## src/rtl/bcd_pkg.sv

```systemverilog
// Shared definitions for the binary-to-BCD converters.
//   b2b_state_t : control states of the sequential converter
//   add3_adj    : double-dabble digit correction (d >= 5 -> d + 3)
//   BCD_NINES   : all-nines pattern, sliced to the digit count for saturation
package bcd_pkg;

    typedef enum logic [1:0] {IDLE, SHIFT, DONE} b2b_state_t;

    // Widest digit count any converter instance may use.
    localparam int unsigned MAX_DIGITS = 32;

    localparam logic [4*MAX_DIGITS-1:0] BCD_NINES = {MAX_DIGITS{4'h9}};

    function automatic logic [3:0] add3_adj(input logic [3:0] d);
        return (d >= 4'd5) ? d + 4'd3 : d;
    endfunction

endpackage

```

## src/rtl/bcd_dabble_stage.sv

```systemverilog
// Combinational double-dabble correction stage: applies add3_adj to every
// nibble of a packed BCD vector.
//   bcd_in  : packed BCD digits, digit 0 in [3:0]
//   bcd_adj : same digits after the +3 correction
module bcd_dabble_stage
    import bcd_pkg::*;
#(
    parameter int unsigned DIGITS = 8
) (
    input  logic [4*DIGITS-1:0] bcd_in,
    output logic [4*DIGITS-1:0] bcd_adj
);

    for (genvar i = 0; i < DIGITS; i++) begin : g_digit
        assign bcd_adj[4*i +: 4] = add3_adj(bcd_in[4*i +: 4]);
    end

endmodule

```

## src/rtl/bin_to_bcd_seq.sv

```systemverilog
// Sequential binary-to-packed-BCD converter, one shift-and-add-3 step per clock.
//   CLK100MHZ  : system clock
//   CPU_RESETN : asynchronous active-low reset
//   start      : conversion request, only honoured while idle
//   bin_in     : unsigned operand, captured on the accepting edge
//   busy       : high while shifting and during the done cycle
//   done       : one-cycle pulse when bcd_out/overflow are fresh
//   bcd_out    : packed BCD result (digit 0 in [3:0]), held until next result
//   overflow   : result exceeded DIGITS digits; bcd_out saturates to all nines
module bin_to_bcd_seq
    import bcd_pkg::*;
#(
    parameter int unsigned WIDTH_BIN = 20,
    parameter int unsigned DIGITS    = 8
) (
    input  logic                   CLK100MHZ,
    input  logic                   CPU_RESETN,
    input  logic                   start,
    input  logic [WIDTH_BIN-1:0]   bin_in,
    output logic                   busy,
    output logic                   done,
    output logic [4*DIGITS-1:0]    bcd_out,
    output logic                   overflow
);

    localparam int unsigned BCD_W = 4 * DIGITS;
    localparam int unsigned SR_W  = BCD_W + WIDTH_BIN;
    localparam int unsigned CNT_W = $clog2(WIDTH_BIN + 1);

    b2b_state_t         state_q, state_d;
    logic [SR_W-1:0]    sr_q, sr_d;
    logic [CNT_W-1:0]   cnt_q, cnt_d;
    logic               ovf_acc_q, ovf_acc_d;
    logic [BCD_W-1:0]   bcd_out_q, bcd_out_d;
    logic               overflow_q, overflow_d;

    logic [BCD_W-1:0]   bcd_adj;
    // Extra top bit catches the bit shifted out of the most significant digit.
    logic [SR_W:0]      shifted;
    logic               ovf_next;

    bcd_dabble_stage #(
        .DIGITS (DIGITS)
    ) u_dabble (
        .bcd_in  (sr_q[SR_W-1 -: BCD_W]),
        .bcd_adj (bcd_adj)
    );

    assign shifted  = {bcd_adj, sr_q[WIDTH_BIN-1:0], 1'b0};
    assign ovf_next = ovf_acc_q | shifted[SR_W];

    always_comb begin
        state_d    = state_q;
        sr_d       = sr_q;
        cnt_d      = cnt_q;
        ovf_acc_d  = ovf_acc_q;
        bcd_out_d  = bcd_out_q;
        overflow_d = overflow_q;

        unique case (state_q)
            IDLE: begin
                if (start) begin
                    state_d   = SHIFT;
                    sr_d      = {{BCD_W{1'b0}}, bin_in};
                    ovf_acc_d = 1'b0;
                    cnt_d     = CNT_W'(WIDTH_BIN - 1);
                end
            end
            SHIFT: begin
                sr_d      = shifted[SR_W-1:0];
                ovf_acc_d = ovf_next;
                if (cnt_q == '0) begin
                    state_d    = DONE;
                    overflow_d = ovf_next;
                    bcd_out_d  = ovf_next ? BCD_NINES[BCD_W-1:0] : shifted[SR_W-1 -: BCD_W];
                end else begin
                    cnt_d = cnt_q - 1'b1;
                end
            end
            DONE: begin
                state_d = IDLE;
            end
            default: begin
                state_d = IDLE;
            end
        endcase
    end

    always_ff @(posedge CLK100MHZ or negedge CPU_RESETN) begin
        if (!CPU_RESETN) begin
            state_q    <= IDLE;
            sr_q       <= '0;
            cnt_q      <= '0;
            ovf_acc_q  <= 1'b0;
            bcd_out_q  <= '0;
            overflow_q <= 1'b0;
        end else begin
            state_q    <= state_d;
            sr_q       <= sr_d;
            cnt_q      <= cnt_d;
            ovf_acc_q  <= ovf_acc_d;
            bcd_out_q  <= bcd_out_d;
            overflow_q <= overflow_d;
        end
    end

    assign busy     = (state_q != IDLE);
    assign done     = (state_q == DONE);
    assign bcd_out  = bcd_out_q;
    assign overflow = overflow_q;

endmodule

```

## config.mk

```make
export PLATFORM = sky130hd
export DESIGN_NAME = bin_to_bcd_seq
export DESIGN_NICKNAME = d
export VERILOG_FILES = /design/src/rtl/bcd_pkg.sv /design/src/rtl/bcd_dabble_stage.sv /design/src/rtl/bin_to_bcd_seq.sv
export SDC_FILE = /design/constraint.sdc
export NUM_CORES = 1
export LEC_CHECK = 0
export BUFFER_PORTS_ARGS = -buffer_cell sky130_fd_sc_hd__buf_2
export CORE_MARGIN = 5
export CORE_UTILIZATION = 30
export DETAILED_ROUTE_END_ITERATION = 12
export HOLD_SLACK_MARGIN = 0.15
export PLACE_DENSITY_LB_ADDON = 0.12
export SLEW_MARGIN = 20
export SYNTH_ARGS = -nofsm -noshare
export SYNTH_HDL_FRONTEND = slang
export SYNTH_SLANG_ARGS = --single-unit
export TNS_END_PERCENT = 50
```

## constraint.sdc

```tcl
create_clock -name CLK100MHZ -period 2.1 [get_ports CLK100MHZ]
set_clock_uncertainty 0.05 [all_clocks]
set_input_delay 0.42 -clock CLK100MHZ [delete_from_list [all_inputs] [get_ports CLK100MHZ]]
set_output_delay 0.42 -clock CLK100MHZ [all_outputs]
set_load 0.01 [all_outputs]
```

==> flow_summary.yaml, run 1 <==
status:
  status: "finished clean"
floorplan:
  initial_core_util_pct: 30.6
  ios: 58
  coreArea_um2: 14600
  dieArea_um2: 17400
  die_width_um: 132
  fp-row-count: 44
  die_y_um: 132
place:
  hpwl_um: 7480
  dp_slack_ns: 0.148
  portBuffers: 57
  gp_congestion: 0.761
  dp_cells: 686
setup_path:
  crit_path_end_kind: "primary output"
  critPathTopFamily: "flip-flops"
  slowest_delay_ns: 0.37
  cpMaxStageDelayCell: "dfrtp_1"
  cp_max_fo: 23
  path_cells: "buf_4, or2_2, buf_2"
  critPathLaunchType: "flop"
  r2r_cells: 7
  cp_num_buf_inv: 2
  crit_required_ns: 1.63
  crit_type: "flop to primary output"
  cp.arrival_ns: 1.39
  path_depth: 3
logic_synthesis:
  synth_top_family_by_area: "compound AO/OA/AOI/OAI gates"
  synth_edf_count: 0
  synth_area_leaders: "dfrtp_1 52%, o21ai_0 6.6%, a21oi_1 6.5%, ha_1 4.8%, nand2_1 3.4%"
  synth_top_area_cell: "dfrtp_1"
  synth-main-ff-cell: "dfrtp_1"
  synthXorXnorAreaFrac_pct: 1.57
  syn_nets: 489
  synth_cells: 449
  synthArstFlopShare_pct: 100
  yosysTopAreaCellShare_pct: 52.1
  synth_fa_ha_area_share_pct: 4.76
  muxShareOfSynthArea_pct: 2.66
  synth.distinct_cells: 36
  synth_seq_area_share_pct: 52.1
  yosysWarnings: 0
  yosys.area_share.simple_pct: 14.2
  synth_area_um2: 4470
  ys_seq_elements: 93
  synth_compound_area_share_pct: 20.9
  syn_area_per_cell_um2: 9.95
hold_path:
  holdPathStages: 3
  hp-class: "input pin to flop"
cells_and_area:
  final_layout_size_suffix_gt1_share_pct: 19.8
  area_delta_synth_final_pct: 19.7
  layout.cells.non_filler: 703
  insertedDiodeCount: 0
  nets: 554
grt:
  grt_max_degree: 39
  grt_overflow: 0
  antenna_found_initial: 0
  first_global_vias: 3430
  grt_usage_pct: 12.9
  grt_pass1_wl_um: 18300
job:
  cap_violations: 0
drt:
  vias_per_cell: 4.84
  num_vias: 3400
  drc: 0
  drt_wl_total_um: 10900
  dr.pass1.iters: 4
  wl_per_cell_um: 15.5
  ant_nets: 0
  drt-initial-drc-count: 158
power_and_ir_drop:
  ir_drop_uv: 416
  powerDensity_nw_per_um2: 1560
  p_leak_nw: 2.41
timing:
  tightest_slew_ns: 0.449
  setup_ws_ns: 0.235
  fin_setup_tns_ns: 0
  fin_crit_sh_pct: 88.8
  fin_crit_ns: 1.86
  fmax_ghz: 0.536
  drv_slew: 0
  finalSetupViolations: 0
  slew_headroom_pct: 69.8
  finalHoldViolCount: 0
clocking:
  clk_path_buf_depth: 2
  clock_latency_ns: 0.35
  cts_sinks: 93
  cts_made_buffers: 9
  cts_tree: "done"
  h-tree-depth: 3
  postCtsSetupBuffers: 0
  clkTransAtPathRegs_ns: 0.07
  cts-root-buf: "clkbuf_16"
logic make-up after synthesis:
family / count (synthesis)
AOI/OAI and AO/OA: 160
and+or+nand+nor: 119
DFF: 93
buffers and inverters: 41
adders and majority gates: 17
muxes: 11
xor gates and xnor gates: 8
flip-flops by register name (all words and copies together), names as in the netlist:
| name | flops |
|---|---|
| cnt_q | 5 |
| sr_q | 52 |
| state_q | 2 |
| bcd_out | 32 |
| ovf_acc_q | 1 |
| overflow | 1 |
synthesized netlist by cell type (all sizes together) (2+ instances only):
cell type  number
dfrtp          93
o21ai          59
a21oi          58
nand2          42
nor2           22
nor2b          21
inv            20
a22oi          18
ha             17
a22o           16
nor3b          15
clkbuf         13
nand2b         10
buf             8
xnor2           8
mux2            7
mux2i           4
nor3            3
a21o            2
a31oi           2
final cells by class:
class	count	area (um^2)
inverters	20	75.1
well taps	184	230
clock buffers	12	246
fillers	1473	9240
flip-flops and latches	93	2330
repair buffers	75	450
clock inverters	4	47.5
multi-input cells	315	1970
worst min-delay path, delay by kind of cell:
family          cells  cell delay, ns
compound gates      1            0.07
buf+inv             2            0.14
cell usage in the layout (no fill, tap or decap), types with 8 or more instances in the layout:
cell type,count
a21oi_1,58
a22o_1,16
a22oi_1,18
buf_2,56
buf_4,16
clkbuf_16,9
dfrtp_1,93
ha_1,17
inv_1,19
nand2_1,41
nand2b_1,10
nor2_1,22
nor2b_1,21
nor3b_1,15
o21ai_0,59
xnor2_1,8
metrics by stage:
step | total power [mW] | area, um^2 | util, % | hold slack, ns
finish | 8.33 | 5350 | 36.7 | 0.285
global route | 9.06 | 5350 | 36.7 | 0.298
detailed placement | 6.77 | 5040 | 34.6 | 0.342
floorplan | 5.60 | 4470 | - | 0.0744
CTS | 8.47 | 5350 | 36.6 | 0.269
global placement | 6.69 | 5040 | 34.6 | 0.344
power breakdown:
part           total (mW)  switching (mW)  internal [mW]
registers            3.18           0.620           2.56
logic                3.50            1.95           1.55
clock network        1.65           0.701          0.953
routing by layer:
metal | vias up | wire, um | share of wire (%) | GRT usage (%)
met5 | - | 0 | 0 | 0
met4 | 0 | 78 | 0.72 | 3.09
met3 | 7 | 395 | 3.6 | 3.97
met2 | 49 | 5020 | 46 | 20.0
met1 | 1643 | 5410 | 50 | 17.7
li1 | 1701 | - | - | -
worst paths after layout:
| check | slack [ns] | from | endpoint |
|---|---|---|---|
| worst max-delay path | 0.24 | state_q[1] | busy |
| worst min-delay path | 0.29 | bin_in[0] | sr_q[0] |
| worst max register to register | 0.25 | cnt_q[0] | bcd_out[20] |
| worst min register to register | 0.43 | bcd_out[14] | bcd_out[14] |
| max in group asynchronous | 0.90 | CPU_RESETN | sr_q[41] |
| min in group asynchronous | 0.50 | CPU_RESETN | sr_q[0] |
what timing repair did:
item | 4_1_cts | 5_1_grt
endpoints found under the hold margin | 26 | 0
endpoints found under the setup margin | 0 | 2
hold buffers | 1 | 0
gates resized for setup | 0 | 1
No activity file was read; power rests on OpenSTA's default activity.
==> inputs of run 2 (changes only) <==
clock period = 1.78 ns   (was 2.1 ns; I/O delays follow)
==> run 2 against run 1 <==
- the run now ends with setup timing left
- final cell count grew 1.6%
- non-clock buffer count rose by 11
- clock-buffer cell count shrank 2
- core utilization is 1.5 points higher
- sequential share of layout area down 1.8 points
- combinational power up 28%
- die area stayed put
- critical path type is now flop to flop
- critical endpoint is now bcd_out[9]
- largest cell class unchanged
==> flow_summary.yaml, run 2 (same netlist as run 1, synthesis figures left out) <==
status:
  status: "finished with violations"
  violations: "setup timing"
setup_path:
  cp_common_cell: "buf_4"
  slowest_delay_ns: 0.41
  crit_type: "flop to flop"
  cpMaxStageDelayCell: "dfrtp_1"
  critPathLaunchType: "flop"
  crit_required_ns: 2.01
  cp.arrival_ns: 2.02
  crit_path_end_kind: "flop"
  path_cells: "buf_4, ha_1, nor2b_4, nor3_2, buf_4, nor3_4, buf_4, clkbuf_16, a22o_1"
  cp_max_fo: 6
floorplan:
  die_y_um: 132
  die_width_um: 132
  fp-row-count: 44
  dieArea_um2: 17400
  ios: 58
  coreArea_um2: 14600
  initial_core_util_pct: 30.6
drt:
  drt_wl_total_um: 11100
  dr.pass1.iters: 6
  num_vias: 3488
  wl_per_cell_um: 15.6
  ant_nets: 0
  vias_per_cell: 4.89
  drc: 0
  drt-initial-drc-count: 204
power_and_ir_drop:
  combPwrFrac_pct: 43.7
  p_sw_share_pct: 39.3
  p_int_mw: 6.21
  p_clk_share_pct: 19.4
  power_frac_seq_pct: 36.9
  p_leak_nw: 2.50
  powerDensity_nw_per_um2: 1840
  p_sw_mw: 4.02
  report.power.total_mw: 10.2
  ir_drop_uv: 645
timing:
  finalHoldViolCount: 0
  fin_crit_sh_pct: 100
  fmax_ghz: 0.560
  fin_setup_tns_ns: -0.0104
  slew_headroom_pct: 74.3
  setup_ws_ns: -0.00624
  rsz0062_at_grt: "yes"
  fin_hold_ws_ns: 0.223
  drv_slew: 0
  tightest_slew_ns: 0.386
  finalSetupViolations: 3
  fin_crit_ns: 1.79
cells_and_area:
  nets: 565
  insertedDiodeCount: 0
  final_layout_size_suffix_gt1_share_pct: 24.3
  final_common_cell: "dfrtp_1"
  mostFrequentLayoutCells: "93 x dfrtp_1, 57 x o21ai_0, 56 x buf_2, 50 x a21oi_1, 41 x nand2_1"
  area_delta_synth_final_pct: 24.8
  largest_reg_flops: 52
  fin_area_um2: 5580
  fillers: 1479
  multiInputGateArea_um2: 2030
  largest-register: "sr_q"
  seqCellArea_um2: 2330
clocking:
  clkTransAtPathRegs_ns: 0.07
  clock_latency_ns: 0.34
  cts_sinks: 93
  cts_tree: "done"
  clk_path_buf_depth: 2
  h-tree-depth: 3
  cts-root-buf: "clkbuf_16"
  cts_made_buffers: 9
place:
  hpwl_um: 7440
  placed_cell_area_um2: 5110
  dp_slack_ns: -0.0956
  portBuffers: 57
  gp_congestion: 0.756
grt:
  grt_usage_pct: 13.0
  grt_max_degree: 40
  grt_pass1_wl_um: 18500
  first_global_vias: 3598
  grt_overflow: 0
  antenna_found_initial: 0
job:
  cap_violations: 0
hold_path:
  hp-class: "input pin to flop"
run 2: worst paths after layout:
path	slack (ns)	start	to	depth (start not counted)
worst min-delay path	0.22	bin_in[0]	sr_q[0]	3
max in group asynchronous	0.72	CPU_RESETN	bcd_out[16]	3
worst min register to register	0.44	sr_q[0]	sr_q[0]	2
worst max-delay path	-0.006	sr_q[48]	bcd_out[9]	9
worst max register to register	-0.006	sr_q[48]	bcd_out[9]	9
min in group asynchronous	0.43	CPU_RESETN	bcd_out[21]	2
run 2: timing repair:
action / 4_1_cts / 5_1_grt
resized for setup: 4 / 18
buffers inserted: 0 / 5
gates cloned: 0 / 2
hold buffers: 1 / 0
endpoints found under the setup margin: 19 / 42
pin swaps: 1 / 3
endpoints found under the hold margin: 23 / 0
run 2: final cells by class:
type	count	area share, %
clock buffer	10	4.29
clock inverter	6	1.23
inverter	20	1.35
multi-input combinational	315	36.3
sequential	93	41.7
tap	184	4.13
timing repair buffer	86	10.9
run 2: worst max-delay path, delay by kind of cell (launching register included):
kind / cells / cell delay, ns
buf+inv: 4 / 0.59
compound gates: 1 / 0.12
simple gates: 3 / 0.34
fa+ha+maj: 1 / 0.22
flops: 1 / 0.41
run 2: routing by layer:
metal / GRT usage [%] / wire, um / up-vias
li1: - / - / 1720
met1: 17.9 / 5400 / 1709
met2: 20.4 / 5190 / 52
met3: 3.36 / 418 / 7
met4: 3.77 / 116 / 0
met5: 0 / 0 / -
run 2: per-stage QoR:
| stage | instances | util (%) |
|---|---|---|
| finish | 714 | 38.2 |
| global route | 714 | 38.2 |
| CTS | 707 | 37.3 |
| detailed placement | 690 | 35.0 |
| global placement | 690 | 35.0 |
| floorplan | 449 | - |
run 2: power by group through the flow:
stage | clock network, mW | logic [mW] | registers (mW)
2_1_floorplan | 0 | 2.87 | 3.74
3_3_place_gp | 0 | 4.24 | 3.75
3_5_place_dp | 0 | 4.34 | 3.78
4_1_cts | 2.07 | 4.37 | 3.75
5_1_grt | 2.15 | 5.08 | 3.93
6_report | 1.98 | 4.47 | 3.78
==> inputs of run 3 (changes only) <==
CORE_ASPECT_RATIO = 1.25   (was unset)
GPL_TIMING_DRIVEN = 0   (was unset)
==> run 3 against run 2 <==
- the flow now finishes without violations
- setup slack improved by 0.0080 ns
- final cell count increased by 0.98%
- clock-buffer cell count increased by 1
- hold slack improved by 0.0093 ns
- critical path depth decreased by 1
- global-route usage increased by 0.99 points
- clock power decreased by 2%
==> flow_summary.yaml, run 3 (same netlist as run 1, synthesis figures left out) <==
setup_path:
  rr_startpoint: "cnt_q[0]"
  slowest_delay_ns: 0.39
  crit_path_end_kind: "flop"
  path_cells: "inv_2, ha_4, nor4b_4, nand2_4, nor3_4, buf_6, clkbuf_16, a21oi_2"
  critPathLaunchType: "flop"
  regToRegSetupSlack_ns: 0.002
  cpMaxStageDelayCell: "dfrtp_1"
  crit_type: "flop to flop"
  cp.arrival_ns: 1.96
  r2r_cells: 8
  cp_max_fo: 5
  r2r-end: "bcd_out[8]"
  crit_required_ns: 1.96
clocking:
  cts-root-buf: "clkbuf_16"
  h-tree-depth: 3
  clkTransAtPathRegs_ns: 0.06
  cts_sinks: 93
  clock_latency_ns: 0.34
  cts_made_buffers: 9
  clk_path_buf_depth: 2
  cts_tree: "done"
floorplan:
  die_y_um: 146
  initial_core_util_pct: 30.1
  ios: 58
  fp-row-count: 50
  coreArea_um2: 14800
  dieArea_um2: 17500
  die_width_um: 119
power_and_ir_drop:
  powerDensity_nw_per_um2: 1820
  p_leak_nw: 2.53
  report.power.total_mw: 10.3
  ir_drop_uv: 513
drt:
  wl_per_cell_um: 16.5
  drt_wl_total_um: 11900
  num_vias: 3601
  ant_nets: 0
  vias_per_cell: 4.99
  drc: 0
  drt-initial-drc-count: 133
  dr.pass1.iters: 4
timing:
  rsz0062_at_grt: "yes"
  finalSetupViolations: 0
  setup_ws_ns: 0.00174
  tightest_slew_ns: 0.492
  slew_headroom_pct: 67.2
  fin_crit_sh_pct: 99.9
  drv_slew: 0
  fin_hold_ws_ns: 0.232
  fmax_ghz: 0.562
  fin_crit_ns: 1.78
  finalHoldViolCount: 0
cells_and_area:
  fillers: 1501
  insertedDiodeCount: 0
  final_common_cell: "dfrtp_1"
  final_layout_size_suffix_gt1_share_pct: 26.9
  largest_reg_flops: 52
  mostFrequentLayoutCells: "92 x dfrtp_1, 58 x o21ai_0, 57 x buf_2, 42 x a21oi_1, 41 x nand2_1"
  nets: 577
  area_delta_synth_final_pct: 26.9
  largest-register: "sr_q"
grt:
  grt_overflow: 0
  grt_max_degree: 74
  first_global_vias: 3641
  antenna_found_initial: 0
  grt_pass1_wl_um: 19500
  grt_usage_pct: 14.0
hold_path:
  worstHoldStart: "bin_in[0]"
  hp-class: "input pin to flop"
  holdPathStages: 3
  min_to: "sr_q[0]"
place:
  dp_slack_ns: -0.476
  hpwl_um: 7750
  gp_congestion: 0.773
  portBuffers: 57
job:
  cap_violations: 0
status:
  status: "finished clean"
## run 3: changes by cell type in the layout (fill, tap and decap cells not counted), sizes merged
cell	previous run	this run
inv	22	20
clkbuf	11	24
clkinv	2	1
clkinvlp	1	0
## run 3: repair_timing
| action | in CTS | in global routing |
|---|---|---|
| endpoints found under the setup margin | 40 | 67 |
| buffers inserted | 9 | 8 |
| hold endpoints to repair | 20 | 0 |
| hold buffers | 1 | 0 |
| pin swaps | 4 | 6 |
| gates resized for setup | 26 | 37 |
| gates cloned | 1 | 1 |
## run 3: per-stage QoR
stage	TNS, ns	cell area, um^2	util, %	cells
3_5_place_dp	-13.96	5020	33.8	689
5_1_grt	-2.00	5670	38.3	721
2_1_floorplan	0	4470	-	449
6_report	0	5670	38.3	721
4_1_cts	0	5480	37.0	713
3_3_place_gp	-78.45	4980	33.6	688
## run 3: cell type report
type	count	area, um^2	share of cell area [%]
timing repair buffer	78	503	8.87
buffer	20	145	2.56
sequential	93	2330	41.0
inverter	20	75.1	1.32
tap	182	228	4.01
clock inverter	2	35.0	0.618
multi-input combinational	315	2110	37.1
clock buffer	11	253	4.46
## run 3: worst max-delay path, delay by kind of cell, from the launching register on
kind,cells,cell delay [ns]
AO/OA/AOI/OAI,1,0.05
adder cells (fa/ha/maj),1,0.14
buffers and inverters,3,0.41
flip-flops,1,0.39
AND/OR/NAND/NOR,3,0.61
## run 3: worst max-delay path by stage
stage | startpoint | endpoint | slack [ns] | cells past startpoint
floorplan | sr_q[48] | bcd_out[25] | 0.09 | 7
global placement | CPU_RESETN | sr_q[15] | -0.71 | 1
detailed placement | cnt_q[0] | bcd_out[0] | -0.48 | 7
CTS | sr_q[49] | bcd_out[9] | 0.0002 | 8
global route | cnt_q[0] | bcd_out[4] | -0.11 | 8
finish | cnt_q[0] | bcd_out[8] | 0.002 | 8
## run 3: report_power, final
| group | internal (mW) | total, mW | switching [mW] |
|---|---|---|---|
| sequential | 3.02 | 3.79 | 0.772 |
| clock | 1.14 | 1.94 | 0.798 |
| combinational | 2.09 | 4.57 | 2.48 |
| total | 6.25 | 10.3 | 4.05 |
## run 3: routing by layer
layer / vias up / wire length [um] / global-route usage [%] / part of all wire [%]
met4: 0 / 123 / 3.65 / 1.0
li1: 1746 / - / - / -
met5: - / 0 / 0 / 0
met1: 1771 / 5300 / 17.7 / 44
met2: 75 / 6020 / 23.8 / 50
met3: 9 / 489 / 3.56 / 4.1
